$ cat config.mk
export PLATFORM = sky130hd
export DESIGN_NAME = wb_store_sequencer
export DESIGN_NICKNAME = d
export VERILOG_FILES = /design/src/rtl/wb_store_sequencer.sv
export SDC_FILE = /design/constraint.sdc
export NUM_CORES = 1
export LEC_CHECK = 0
export CAP_MARGIN = 5
export CELL_PAD_IN_SITES_DETAIL_PLACEMENT = 1
export CELL_PAD_IN_SITES_GLOBAL_PLACEMENT = 1
export CORE_MARGIN = 10
export CORE_UTILIZATION = 40
export DETAILED_ROUTE_END_ITERATION = 8
export PLACE_DENSITY_LB_ADDON = 0.1
export SLEW_MARGIN = 20
export SYNTH_ARGS = -nofsm -noshare
export SYNTH_HDL_FRONTEND = slang
export SYNTH_SLANG_ARGS = --single-unit
export TNS_END_PERCENT = 1
$ cat constraint.sdc
create_clock -name clk -period 6.2 [get_ports clk]
set_input_delay 1.86 -clock clk [delete_from_list [all_inputs] [get_ports clk]]
set_output_delay 1.86 -clock clk [all_outputs]
set_load 0.05 [all_outputs]
$ cat src/rtl/wb_store_sequencer.sv
// In-order retired-store buffer feeding the dcache write port: stalls writeback when full
// and flags younger loads that hit the 8-byte block of any pending or in-flight store.
module wb_store_sequencer #(
  parameter int DEPTH = 4,
  parameter int AW    = 32,
  parameter int DW    = 64
) (
  input  logic                   clk,
  input  logic                   rst_n,
  input  logic                   enq_v,
  input  logic [AW-1:0]          enq_addr,
  input  logic [DW-1:0]          enq_data,
  input  logic [1:0]             enq_size,
  output logic                   sb_full,
  output logic                   sb_empty,
  output logic [$clog2(DEPTH):0] sb_count,
  output logic                   dc_wr_req,
  output logic [AW-1:0]          dc_wr_addr,
  output logic [DW-1:0]          dc_wr_data,
  output logic [1:0]             dc_wr_size,
  input  logic                   dc_wr_ready,
  input  logic                   dc_wr_done,
  input  logic                   ld_check_v,
  input  logic [AW-1:0]          ld_check_addr,
  output logic                   sb_ld_conflict
);
  localparam int PW = $clog2(DEPTH);
  localparam int CW = PW + 1;

  localparam logic [1:0] S_IDLE = 2'b00;
  localparam logic [1:0] S_REQ  = 2'b01;
  localparam logic [1:0] S_WAIT = 2'b10;

  logic [1:0]       state_r, state_nxt_s;
  logic [PW-1:0]    head_r, tail_r;
  logic [CW-1:0]    count_r, count_nxt_s;
  logic [DEPTH-1:0] valid_r;
  logic [AW-1:0]    addr_r [DEPTH];
  logic [DW-1:0]    data_r [DEPTH];
  logic [1:0]       size_r [DEPTH];
  logic             enq_acc_s, pop_s, conflict_s;
  logic             unused_ld_lsb_s;

  function automatic logic same_block(input logic [AW-1:0] a, input logic [AW-1:0] b);
    return a[AW-1:3] == b[AW-1:3];
  endfunction

  // Full is judged on the registered count, so a same-cycle pop never frees a slot for enqueue.
  always_comb begin
    enq_acc_s   = enq_v && !sb_full;
    pop_s       = (state_r == S_WAIT) && dc_wr_done;
    count_nxt_s = count_r;
    case ({enq_acc_s, pop_s})
      2'b10:   count_nxt_s = count_r + CW'(1);
      2'b01:   count_nxt_s = count_r - CW'(1);
      default: count_nxt_s = count_r;
    endcase
  end

  // Drain FSM; the head entry stays valid through WAIT so loads still see it.
  always_comb begin
    state_nxt_s = state_r;
    case (state_r)
      S_IDLE: begin
        if (count_r != {CW{1'b0}}) state_nxt_s = S_REQ;
        else                       state_nxt_s = S_IDLE;
      end
      S_REQ: begin
        if (dc_wr_ready) state_nxt_s = S_WAIT;
        else             state_nxt_s = S_REQ;
      end
      S_WAIT: begin
        if (pop_s) begin
          if (count_nxt_s != {CW{1'b0}}) state_nxt_s = S_REQ;
          else                           state_nxt_s = S_IDLE;
        end else begin
          state_nxt_s = S_WAIT;
        end
      end
      default: state_nxt_s = S_IDLE;
    endcase
  end

  // Control state: FSM, pointers and occupancy.
  always_ff @(posedge clk or negedge rst_n) begin
    if (!rst_n) begin
      state_r <= S_IDLE;
      head_r  <= {PW{1'b0}};
      tail_r  <= {PW{1'b0}};
      count_r <= {CW{1'b0}};
    end else begin
      state_r <= state_nxt_s;
      count_r <= count_nxt_s;
      if (enq_acc_s) tail_r <= tail_r + PW'(1);
      if (pop_s)     head_r <= head_r + PW'(1);
    end
  end

  // Entry storage; head==tail with both pop and enqueue cannot occur (empty or full).
  always_ff @(posedge clk or negedge rst_n) begin
    if (!rst_n) begin
      valid_r <= {DEPTH{1'b0}};
      for (int i = 0; i < DEPTH; i++) begin
        addr_r[i] <= {AW{1'b0}};
        data_r[i] <= {DW{1'b0}};
        size_r[i] <= 2'b00;
      end
    end else begin
      if (pop_s) valid_r[head_r] <= 1'b0;
      if (enq_acc_s) begin
        valid_r[tail_r] <= 1'b1;
        addr_r[tail_r]  <= enq_addr;
        data_r[tail_r]  <= enq_data;
        size_r[tail_r]  <= enq_size;
      end
    end
  end

  assign sb_full   = (count_r == CW'(DEPTH));
  assign sb_empty  = (count_r == {CW{1'b0}}) && (state_r == S_IDLE);
  assign sb_count  = count_r;
  assign dc_wr_req = (state_r == S_REQ);

  // Head fields read as zero when the head slot holds nothing.
  always_comb begin
    if (valid_r[head_r]) begin
      dc_wr_addr = addr_r[head_r];
      dc_wr_data = data_r[head_r];
      dc_wr_size = size_r[head_r];
    end else begin
      dc_wr_addr = {AW{1'b0}};
      dc_wr_data = {DW{1'b0}};
      dc_wr_size = 2'b00;
    end
  end

  // Block-granular match against every valid entry; size is deliberately ignored.
  always_comb begin
    conflict_s = 1'b0;
    for (int i = 0; i < DEPTH; i++) begin
      if (valid_r[i] && same_block(addr_r[i], ld_check_addr)) conflict_s = 1'b1;
      else                                                    conflict_s = conflict_s;
    end
  end

  assign sb_ld_conflict  = ld_check_v && conflict_s;
  assign unused_ld_lsb_s = ^ld_check_addr[2:0];

endmodule

## After elaboration in Yosys (flattened, before gate mapping)

Cells that the tools add are included.

- Input bits: 136
- Output and inout bits: 105
- Logic and storage cells: 97
- Flip-flop bits (word level): 405

- Multiplexer cells: 39
- Add/subtract/negate cells: 4
- Equal/unequal tests: 9
- Reductions and logical operators: 16
- $lt $le $gt $ge: 7
- Bitwise operators: 5

Operators by type and width:

| operator | number |
|---|---|
| 256-bit bitwise mux | 1 |
| 64-bit two-way mux | 4 |
| 64-bit binary-select mux with 2-bit select | 1 |
| 128-bit bitwise mux | 1 |
| 64-bit demux with 2-bit select | 1 |
| 32-bit two-way mux | 4 |
| 29-bit equality test | 4 |
| 32-bit binary-select mux with 2-bit select | 1 |
| 32-bit demux with 2-bit select | 1 |
| 2-bit two-way mux | 6 |
| 1-bit logical AND | 11 |
| 1-bit two-way mux | 9 |
| 8-bit bitwise mux | 1 |
| 4-bit two-way mux | 2 |
| 3-bit greater-or-equal comparator, second input constant | 2 |
| 2-bit by 3-bit less-than comparator with 1-bit output, second input constant | 2 |
| 2-bit NOT with 3-bit output | 2 |
| 2-bit one-hot mux with 3 select lines | 1 |
| 3-bit one-hot mux with 2 select lines | 1 |
| 3-bit nonzero test | 2 |
| 2-bit by 1-bit adder with 2-bit output, second input constant | 2 |
| 4-bit AND | 1 |
| 2-bit binary-select mux with 2-bit select | 1 |
| 1-bit demux with 2-bit select | 2 |
| other kinds (14) | 17 |

## Logic depth before layout (Yosys ltp)

Gate-level depths: netlist of the first run.

- Depth after elaboration: 9
- Depth in mapped cells: 13
- Depth with buffers taken out: 12

## Worst setup path before layout of the first run

No wires, ideal clock.

- Path kind: in2out
- Start point: in ld_check_addr[5]
- End point: out sb_ld_conflict
- Arrival: 3.266 ns
- Path slack: 1.074 ns
- Cell stages on the path: 6
- Data required time: 4.340 ns
- Buffers on the path: 1
- Cells stage by stage: clkbuf_1 > xor2_1 > nor4_1 > nand4_1 > nor4_1 > o41a_1

- Cells in the longest elaborated chain, start to end: 7
- Elaborated cells on any way between the ends: 13
- Classes of those cells: eq/ne (4); mux (4); reduce/logical (5)

Ends and longest elaborated chain:

| item | line | text |
|---|---|---|
| start, declared | 24 | `input logic [AW-1:0] ld_check_addr,` |
| 29-bit equality test | 45 | `return a[AW-1:3] == b[AW-1:3];` |
| 1-bit logical AND | 141 | `if (valid_r[i] && same_block(addr_r[i], ld_check_addr)) conflict_s = 1'b1;` |
| 1-bit two-way mux (3 in a row) | 141 |  |
| 1-bit two-way mux * | 141 |  |
| 1-bit logical AND * | 146 | `assign sb_ld_conflict = ld_check_v && conflict_s;` |
| end, declared | 25 | `output logic sb_ld_conflict` |

Every way passes the cells marked *; elsewhere a longest branch is shown, timed or not.

## Worst setup path in the final report of the first run

- Start point: in ld_check_addr[9]
- End point: out sb_ld_conflict

Same word-level chain as after synthesis.

==> flow_summary.toml, run 1 <==
[layout]
final_nets = 1667
synthToLayoutAreaGrowth_pct = 23.4
post-route-util = 0.497
layout-drive-gt1-share = 0.384
fin_cells = 2220

[critical_path]
cp-end-kind = "primary output"
path_max_fanout = 4
arrival_ps = 4040
r2r_start = "sb_count[0]"
reg2reg_depth = 6
reg2reg_slack_ps = 3410
crit_type = "in -> out"
rr_endpoint = "data_r[176]"
worstPathRequired_ps = 4340
startpoint_type = "input port"

[synth]
yosysSeqAreaShare = 0.516
synth_top_area_share = 0.516
ys_warn_count = 0
ys_ff_latch = 405
synth_common_cells = "dfrtp_1 (405), mux2_2 (357), nor2b_1 (99), mux4_2 (98), xor2_1 (81)"
ys_async_sr_fraction = 1.00
syn_nets = 1436
yosysUniqueCellTypes = 33
synth.area.top_cells = "dfrtp_1 (52%), mux2_2 (20%), mux4_2 (11%), xor2_1 (3.6%), nor2b_1 (3.2%)"
synthFlopType = "dfrtp_1"
syn_inst = 1290
yosysMostFrequentCell = "dfrtp_1"
synthesis.area_um2 = 19600
synth_area_leader_cell = "dfrtp_1"
syn_area_per_cell_um2 = 15.2
synth_edf_count = 0

[clocking]
clk_pin_slew_worst_paths_ps = 50
root_buffer = "clkbuf_16"
cts_made_buffers = 48
cts.sinks = 405
holdBufCountCts = 0
htree_levels = 2
post-cts-setup-buffers = 0
cts_resized = 0
cts_max_path_buffers = 3
clkLatencyLatePin_ps = 570
tritoncts = "yes"

[floorplanning]
die_w_um = 242
core-area_um2 = 48700
die_area_um2 = 58400
ios = 241
initial_core_util = 0.403
rows = 81
dieHeight_um = 242

[drt]
drt_iter0_markers = 426
final_antenna_net_count = 0
vias = 11624
first_pass_iters = 4
via_per_inst = 5.24
wl_per_cell_um = 24.2
drc = 0
wl_mm = 53.8

[sta]
hold_viol = 0
timing.fmax_mhz = 170
max_slew_margin = 0.317
setup_tns_ps = 0
whs_ps = 498
tightest_slew_ps = 1020
finalCritPeriodShare = 0.951
drv_slew = 0
finClkSkew_ps = 20.1
finalSetupViolCount = 0
finalCriticalPeriod_ps = 5900
rsz0062_at_grt = "false"

[global_route]
antenna_found_initial = 6
grt_overflow = 0
grt_max_degree = 120
grt_pass1_wl_mm = 84.6
grtUsageTotal = 0.185
grt_pass1_vias = 13557

[placement]
gp_congestion = 0.826
port_buffers = 237
dp_hpwl_mm = 34.1
dp_cells = 2135

[hold_path]
hp-start = "data_r[102]"
hold_class = "reg -> reg"
worst_hold_path.num_cells = 1
whs_endpoint = "data_r[102]"

[status]
status = "complete, no violations"

[run]
maxCapViolations = 0
==> layer usage <==
layer  vias to the layer above  part of all wire  global-route usage
li1                       5141                 -                   -
met1                      6165              0.43               0.235
met2                       228              0.49               0.307
met3                        82             0.051              0.0435
met4                         8             0.028              0.0612
met5                         -           0.00065                   0
==> layout by cell type (no fill, tap or decap), types with 12 or more instances in the layout <==
| cell | instances |
|---|---|
| nand2_1 | 17 |
| nor2b_1 | 99 |
| mux2_4 | 36 |
| mux4_2 | 98 |
| clkbuf_16 | 49 |
| mux2_2 | 357 |
| clkbuf_8 | 14 |
| buf_4 | 13 |
| xnor2_1 | 39 |
| dfrtp_1 | 403 |
| nor4_1 | 23 |
| xor2_1 | 81 |
| clkdlybuf4s50_1 | 235 |
| nand4_1 | 12 |
==> state kept, by name (all words and copies together), names as in the netlist <==
register,flops
data_r,256
addr_r,128
size_r,8
valid_r,4
sb_count,3
head_r,2
state_r,2
tail_r,2
==> cell type report <==
type / count / area (um^2)
Fill cell: 4771 / 24500
Sequential cell: 405 / 10100
Multi-Input combinational cell: 798 / 9060
Timing Repair Buffer: 258 / 2650
Clock buffer: 72 / 1450
Tap cell: 664 / 831
Clock inverter: 10 / 75.1
Inverter: 10 / 37.5
Antenna cell: 3 / 7.51
==> how the worst max path moves through the flow <==
| stage | to | slack, ps | depth (start not counted) | from |
|---|---|---|---|---|
| after floorplan | sb_ld_conflict | 1070 | 6 | ld_check_addr[5] |
| after global placement | sb_ld_conflict | 290 | 7 | ld_check_addr[9] |
| after detailed placement | sb_ld_conflict | 280 | 7 | ld_check_addr[9] |
| after CTS | sb_ld_conflict | 260 | 7 | ld_check_addr[9] |
| after global routing | sb_ld_conflict | 20 | 7 | ld_check_addr[9] |
| final | sb_ld_conflict | 300 | 7 | ld_check_addr[9] |
==> critical path: stages <==
cell and delay, ps:
clkdlybuf4s50_1 570, xor2_1 220, nor4_1 490, nand3_1 140
nor4_1 290, o41a_1 300, buf_12 160
==> stage by stage <==
step	area [um^2]	worst slack (ps)
after floorplan	19600	1070
after global placement	22700	288
after detailed placement	22700	278
after CTS	24200	260
after global routing	24200	23.9
final	24200	304
==> cell families (layout without fill, tap and decap cells) <==
group	after synthesis	after routing	share of synthesized area
mux	493	493	0.346
flops	405	405	0.516
simple gates	165	165	0.0513
xor+xnor	120	120	0.0535
buf+inv	87	350	0.0235
fa+ha+maj	10	10	0.00675
compound gates	10	10	0.00357
other cells	0	3	0
Power of run 1 is not shown: default switching activity piles up to over one toggle a cycle in this logic, so the estimate is an artifact.
==> inputs of run 2 (changes only) <==
CORE_UTILIZATION = 55   (was 40)
DONT_BUFFER_PORTS = 1   (was unset)
==> flow_summary.toml, run 2 (same netlist as run 1, synthesis figures left out) <==
[sta]
drv_slew = 242
finalSetupViolCount = 0
hold_viol = 0
timing.fmax_mhz = 183
setup_ws_ps = 722
finClkSkew_ps = 14.4
max_slew_margin = -0.241
finalCriticalPeriod_ps = 5480
tightest_slew_ps = 1860
rsz0062_at_grt = "false"
setup_tns_ps = 0
finalCritPeriodShare = 0.884

[global_route]
antenna_found_initial = 0
grt_pass1_wl_mm = 75.1
grt_overflow = 0
grt_pass1_vias = 12161
grtUsageTotal = 0.221
grt_max_degree = 406

[clocking]
cts_made_buffers = 44
htree_levels = 2
cts_max_path_buffers = 3
tritoncts = "yes"
clkLatencyLatePin_ps = 560
clk_pin_slew_worst_paths_ps = 60
root_buffer = "clkbuf_16"
cts.sinks = 405
cts_resized = 0
post-cts-setup-buffers = 0
holdBufCountCts = 0

[placement]
place_ws_ps = 746
dp_hpwl_mm = 31.1
port_buffers = 0
placed_cell_area_um2 = 19900
gp_congestion = 0.848

[critical_path]
cp-end-kind = "primary output"
arrival_ps = 3620
startpoint_type = "input port"
reg2reg_slack_ps = 2920
crit_start = "ld_check_addr[28]"
worstPathRequired_ps = 4340
crit_type = "in -> out"
r2r_start = "sb_count[1]"
path_max_fanout = 4

[hold_path]
hp-start = "data_r[81]"
hold_class = "reg -> reg"

[floorplanning]
die_w_um = 209
rows = 69
die_area_um2 = 43700
dieHeight_um = 209
ios = 241
initial_core_util = 0.555
core-area_um2 = 35400

[drt]
vias = 10636
wl_per_cell_um = 27.5
drc = 0
drt_iter0_markers = 515
via_per_inst = 6.04
wl_mm = 48.5
final_antenna_net_count = 0
first_pass_iters = 4

[layout]
final_nets = 1417
largest_registers = "data_r (256), addr_r (128), size_r (8)"
mostFrequentLayoutCell = "dfrtp_1"
layout_common_cells = "dfrtp_1 (403), mux2_2 (357), mux4_2 (98)"
layout-drive-gt1-share = 0.449
final_cell_area_um2 = 21400
regMostFlops = "data_r"
largest_reg_flops = 256
post-route-util = 0.604
synthToLayoutAreaGrowth_pct = 8.89
n_antenna_cell = 0

[status]
status = "finished with violations"
violations = "max-slew violations"

[run]
maxCapViolations = 0
## run 2: cell types whose count changed in the layout (fill, tap and decap cells not counted), moves of 3 or more
cell and delta:
buf_12 -6, buf_4 -4, clkbuf_16 -4, clkbuf_8 -3, clkdlybuf4s50_1 -235, diode_2 -3
## run 2: metal layers
| layer | vias to the layer above | GRT usage | part of all wire |
|---|---|---|---|
| met5 | - | 0 | 0 |
| li1 | 4620 | - | - |
| met4 | 0 | 0.0670 | 0.023 |
| met2 | 235 | 0.364 | 0.49 |
| met3 | 55 | 0.0716 | 0.077 |
| met1 | 5726 | 0.272 | 0.41 |
## run 2: stage by stage
stage	hold slack [ps]	instances
floorplan	459	1290
global placement	481	1686
detailed placement	488	1686
CTS	501	1762
global route	513	1762
finish	498	1762
## run 2: path summary, 6_finish.rpt
kind                            cells after the start             end
worst max-delay path                                5  sb_ld_conflict
worst min-delay path                                1      data_r[81]
worst max register to register                      6     data_r[232]
worst min register to register                      1      data_r[81]
max in group asynchronous                           0       head_r[0]
min in group asynchronous                           0     addr_r[112]
## run 2: layout make-up
class                   instances  area (um^2)
clock inverters                13          143
repair buffers                 12          128
well taps                     461          577
clock buffers                  63         1300
fillers                      3236        14000
inverters                      10         37.5
flip-flops and latches        405        10100
multi-input cells             798         9060
## run 2: worst max-delay path: stages
cell and delay (ps):
xor2_1 130, nor4_1 550, nand4_1 180, nor4_1 310
o41a_1 580
Power of run 2 is left out for the same reason.
==> inputs of run 3 (changes only) <==
REMOVE_ABC_BUFFERS = 1   (was unset)
==> flow_summary.toml, run 3 (same netlist as run 1, synthesis figures left out) <==
[critical_path]
critPathCapture = "sb_ld_conflict"
cp-end-kind = "primary output"
r2r_start = "sb_count[1]"
reg2reg_depth = 6
crit_path_frequent_cell = "nor4_1"
path_max_fanout = 4
crit_start = "ld_check_addr[11]"
arrival_ps = 3680
crit_type = "in -> out"
critPathMaxStageDelay_ps = 620
reg2reg_slack_ps = 2890
startpoint_type = "input port"
worstPathRequired_ps = 4340
critPathBufInv = 0
path_cells = "xor2_1 -> nor4_1 -> nand4_1 -> nor4_1 -> o41a_1"
rr_endpoint = "data_r[106]"
crit_cells = 5
critical-path-top-delay-family = "simple AND/OR/NAND/NOR gates"
cpMaxStageDelayCell = "o41a_1"

[layout]
layout_common_cells = "dfrtp_1 (403), mux2_2 (357), mux4_2 (98)"
n_antenna_cell = 0
layout-drive-gt1-share = 0.446
post-route-util = 0.606
largest_registers = "data_r (256), addr_r (128), size_r (8)"
mostFrequentLayoutCell = "dfrtp_1"
largest_reg_flops = 256
regMostFlops = "data_r"
multi_input_area_um2 = 9060
fillers = 3174
synthToLayoutAreaGrowth_pct = 9.17
ff_latch_area_um2 = 10100
final_nets = 1417

[sta]
hold_viol = 0
tightest_slew_ps = 1180
finalCritPeriodShare = 0.894
finalSetupViolCount = 0
timing.fmax_mhz = 181
rsz0062_at_grt = "false"
max_slew_margin = 0.214
finClkSkew_ps = 16.4
finalCriticalPeriod_ps = 5540
drv_slew = 0

[floorplanning]
die_area_um2 = 43700
ios = 241
initial_core_util = 0.555
rows = 69
dieHeight_um = 209
die_w_um = 209
core-area_um2 = 35400

[placement]
port_buffers = 0
dp_hpwl_mm = 31.5
gp_congestion = 0.806

[status]
status = "complete, no violations"

[global_route]
antenna_found_initial = 0
grt_overflow = 0
grt_pass1_vias = 12250
grt_pass1_wl_mm = 75.8
grt_max_degree = 406
grtUsageTotal = 0.224

[clocking]
cts_made_buffers = 44
root_buffer = "clkbuf_16"
cts.sinks = 405
holdBufCountCts = 0
htree_levels = 2
cts_resized = 0
clkLatencyLatePin_ps = 580
cts_max_path_buffers = 3
tritoncts = "yes"
post-cts-setup-buffers = 0
clk_pin_slew_worst_paths_ps = 50

[drt]
via_per_inst = 6.04
final_antenna_net_count = 0
drt_iter0_markers = 492
wl_per_cell_um = 27.8
first_pass_iters = 4
wl_mm = 49.0
drc = 0
vias = 10635

[hold_path]
hold_class = "reg -> reg"

[run]
maxCapViolations = 0
## run 3: cell types whose count changed in the layout (fill, tap and decap cells not counted), sizes merged
| cell | previous run | this run |
|---|---|---|
| bufinv | 3 | 2 |
| clkinvlp | 1 | 0 |
| clkbuf | 63 | 68 |
| clkinv | 9 | 5 |
## run 3: cell type report
| type | count | area share |
|---|---|---|
| clock buffer | 68 | 0.0631 |
| clock inverter | 7 | 0.00449 |
| inverter | 10 | 0.00175 |
| multi-input combinational | 798 | 0.423 |
| sequential | 405 | 0.473 |
| tap | 461 | 0.0269 |
| timing repair buffer | 12 | 0.00828 |
## run 3: worst min-delay path by stage
stage / startpoint / end / cells after the start
after floorplan: valid_r[3] / valid_r[3] / 2
after global placement: data_r[27] / data_r[27] / 1
after detailed placement: data_r[116] / data_r[116] / 1
after CTS: addr_r[34] / addr_r[34] / 1
after global routing: data_r[69] / data_r[69] / 1
final: data_r[117] / data_r[117] / 1
## run 3: routing by layer
layer	track usage	share of wire
met1	0.274	0.41
met2	0.370	0.49
met3	0.0763	0.081
met4	0.0613	0.019
met5	0	0
## run 3: worst reg2reg max path, stage by stage (launching register included)
cell     delay [ps]
dfrtp_1         660
inv_1           190
and3_4          260
nor2b_2         540
nand2_4         690
buf_12          450
mux2_2          400
## run 3: metrics by stage
step	setup slack [ps]	hold slack (ps)	setup TNS, ps	area (um^2)	instances
floorplan	-2940	460	-288530	19200	1213
global placement	733	481	0	20000	1686
detailed placement	701	488	0	20000	1686
CTS	686	501	0	21400	1761
global route	584	506	0	21400	1761
finish	660	497	0	21400	1761
Power of run 3 is left out for the same reason.
==> patch, RTL diff (settings of run 1) <==
The parameter `AW` goes from 32 to 16.
--- a/src/rtl/wb_store_sequencer.sv
+++ b/src/rtl/wb_store_sequencer.sv
@@ -3,5 +3,5 @@
 module wb_store_sequencer #(
   parameter int DEPTH = 4,
-  parameter int AW    = 32,
+  parameter int AW    = 16,
   parameter int DW    = 64
 ) (
Interface: changed (resized dc_wr_addr, enq_addr and ld_check_addr); port bits go from 241 to 193. No check against the original RTL was run, so the function may have changed too.
==> patch against run 1 <==
  * Register-to-register slack worse by 0.17 ns
  * Sequential cell count down 64
  * Worst setup slack better by 0.52 ns
  * Non-clock buffer count down 56
  * Area after synthesis down 11%
  * Design area down 14%
  * First-iteration DRC count down 11%
  * Global-route usage down 2.3 points
  * Routed wire length down 21%
  * Critical endpoint unchanged
  * Highest routed layer is now met4
Power is not shown: default switching activity piles up to over one toggle a cycle in this logic, so the estimate is an artifact.
==> patch: results (changes against run 1) <==
* Status: completed (unchanged)
* Gpl congestion at 0.7701 (was 0.8263)
* Final instance area at 0.02086 mm^2 (was 0.02425 mm^2)
* DP Area at 0.01953 mm^2 (was 0.02271 mm^2)
* Synthesized area per cell at 16.76 um^2 (was 15.23 um^2)
* Largest regs: data_r (256), addr_r (64), size_r (8) (was data_r (256), addr_r (128), size_r (8))
* Sequential cell count at 341 (was 405)
* Total track usage at 0.1626 (was 0.1852)
* Slew HR at 0.3057 (was 0.3167)
* Count of multi-input combinational gates at 620 (was 798)
* Routed vias at 9326 (was 11620)
* Vias per cell at 5.105 (was 5.236)
* Filler Cell Count at 4213 (was 4771)
* CP startpoint: ld_check_addr[15] (was ld_check_addr[9])
* Largest net degree at the start of global routing at 98 (was 120)
* Drt total wl at 42440 um (was 53780 um)
* Skew-Pair Late Insertion Delay at 0.55 ns (was 0.57 ns)
* WHS Endpoint: data_r[248] (was data_r[102])
* Placed Cells at 1756 (was 2135)
* Clkbuf count at 59 (was 72)
* Synth Area in Adders at 0.007567 (was 0.006751)
* CP delay by family, top: buffers and inverters (was simple AND/OR/NAND/NOR gates)
* Area fraction in compound gates after synthesis at 0.003498 (was 0.003567)
* Sequential-to-total area share from yosys stat at 0.4869 (was 0.5159)
* Vias in the first global route at 10810 (was 13560)
==> patch: changes by cell type in the layout (fill, tap and decap cells not counted), moves of 7 or more <==
cell                    run 1  this run
clkdlybuf4s50_1           235       187
xor2_1                     81         1
mux2_2                    357        53
mux4_2                     98        82
dfrtp_1                   403       339
buf_4                      13         6
mux2_4                     36       276
xnor2_1                    39        55
nor2b_1                    99        83
clkbuf_16                  49        41
nor4_1                     23         4
==> patch: metrics by stage <==
| step | utilization | worst slack, ns |
|---|---|---|
| after floorplan | - | 1.264 |
| after global placement | 0.4524 | 0.7716 |
| after detailed placement | 0.4524 | 0.7944 |
| after CTS | 0.4832 | 0.7945 |
| after global routing | 0.4832 | 0.6244 |
| final | 0.4832 | 0.8199 |
==> patch: per-layer routing <==
layer / up-vias / routed length [um]
met5: - / 0
met3: 46 / 1606
met4: 0 / 644
li1: 4082 / -
met1: 5055 / 19250
met2: 143 / 20940
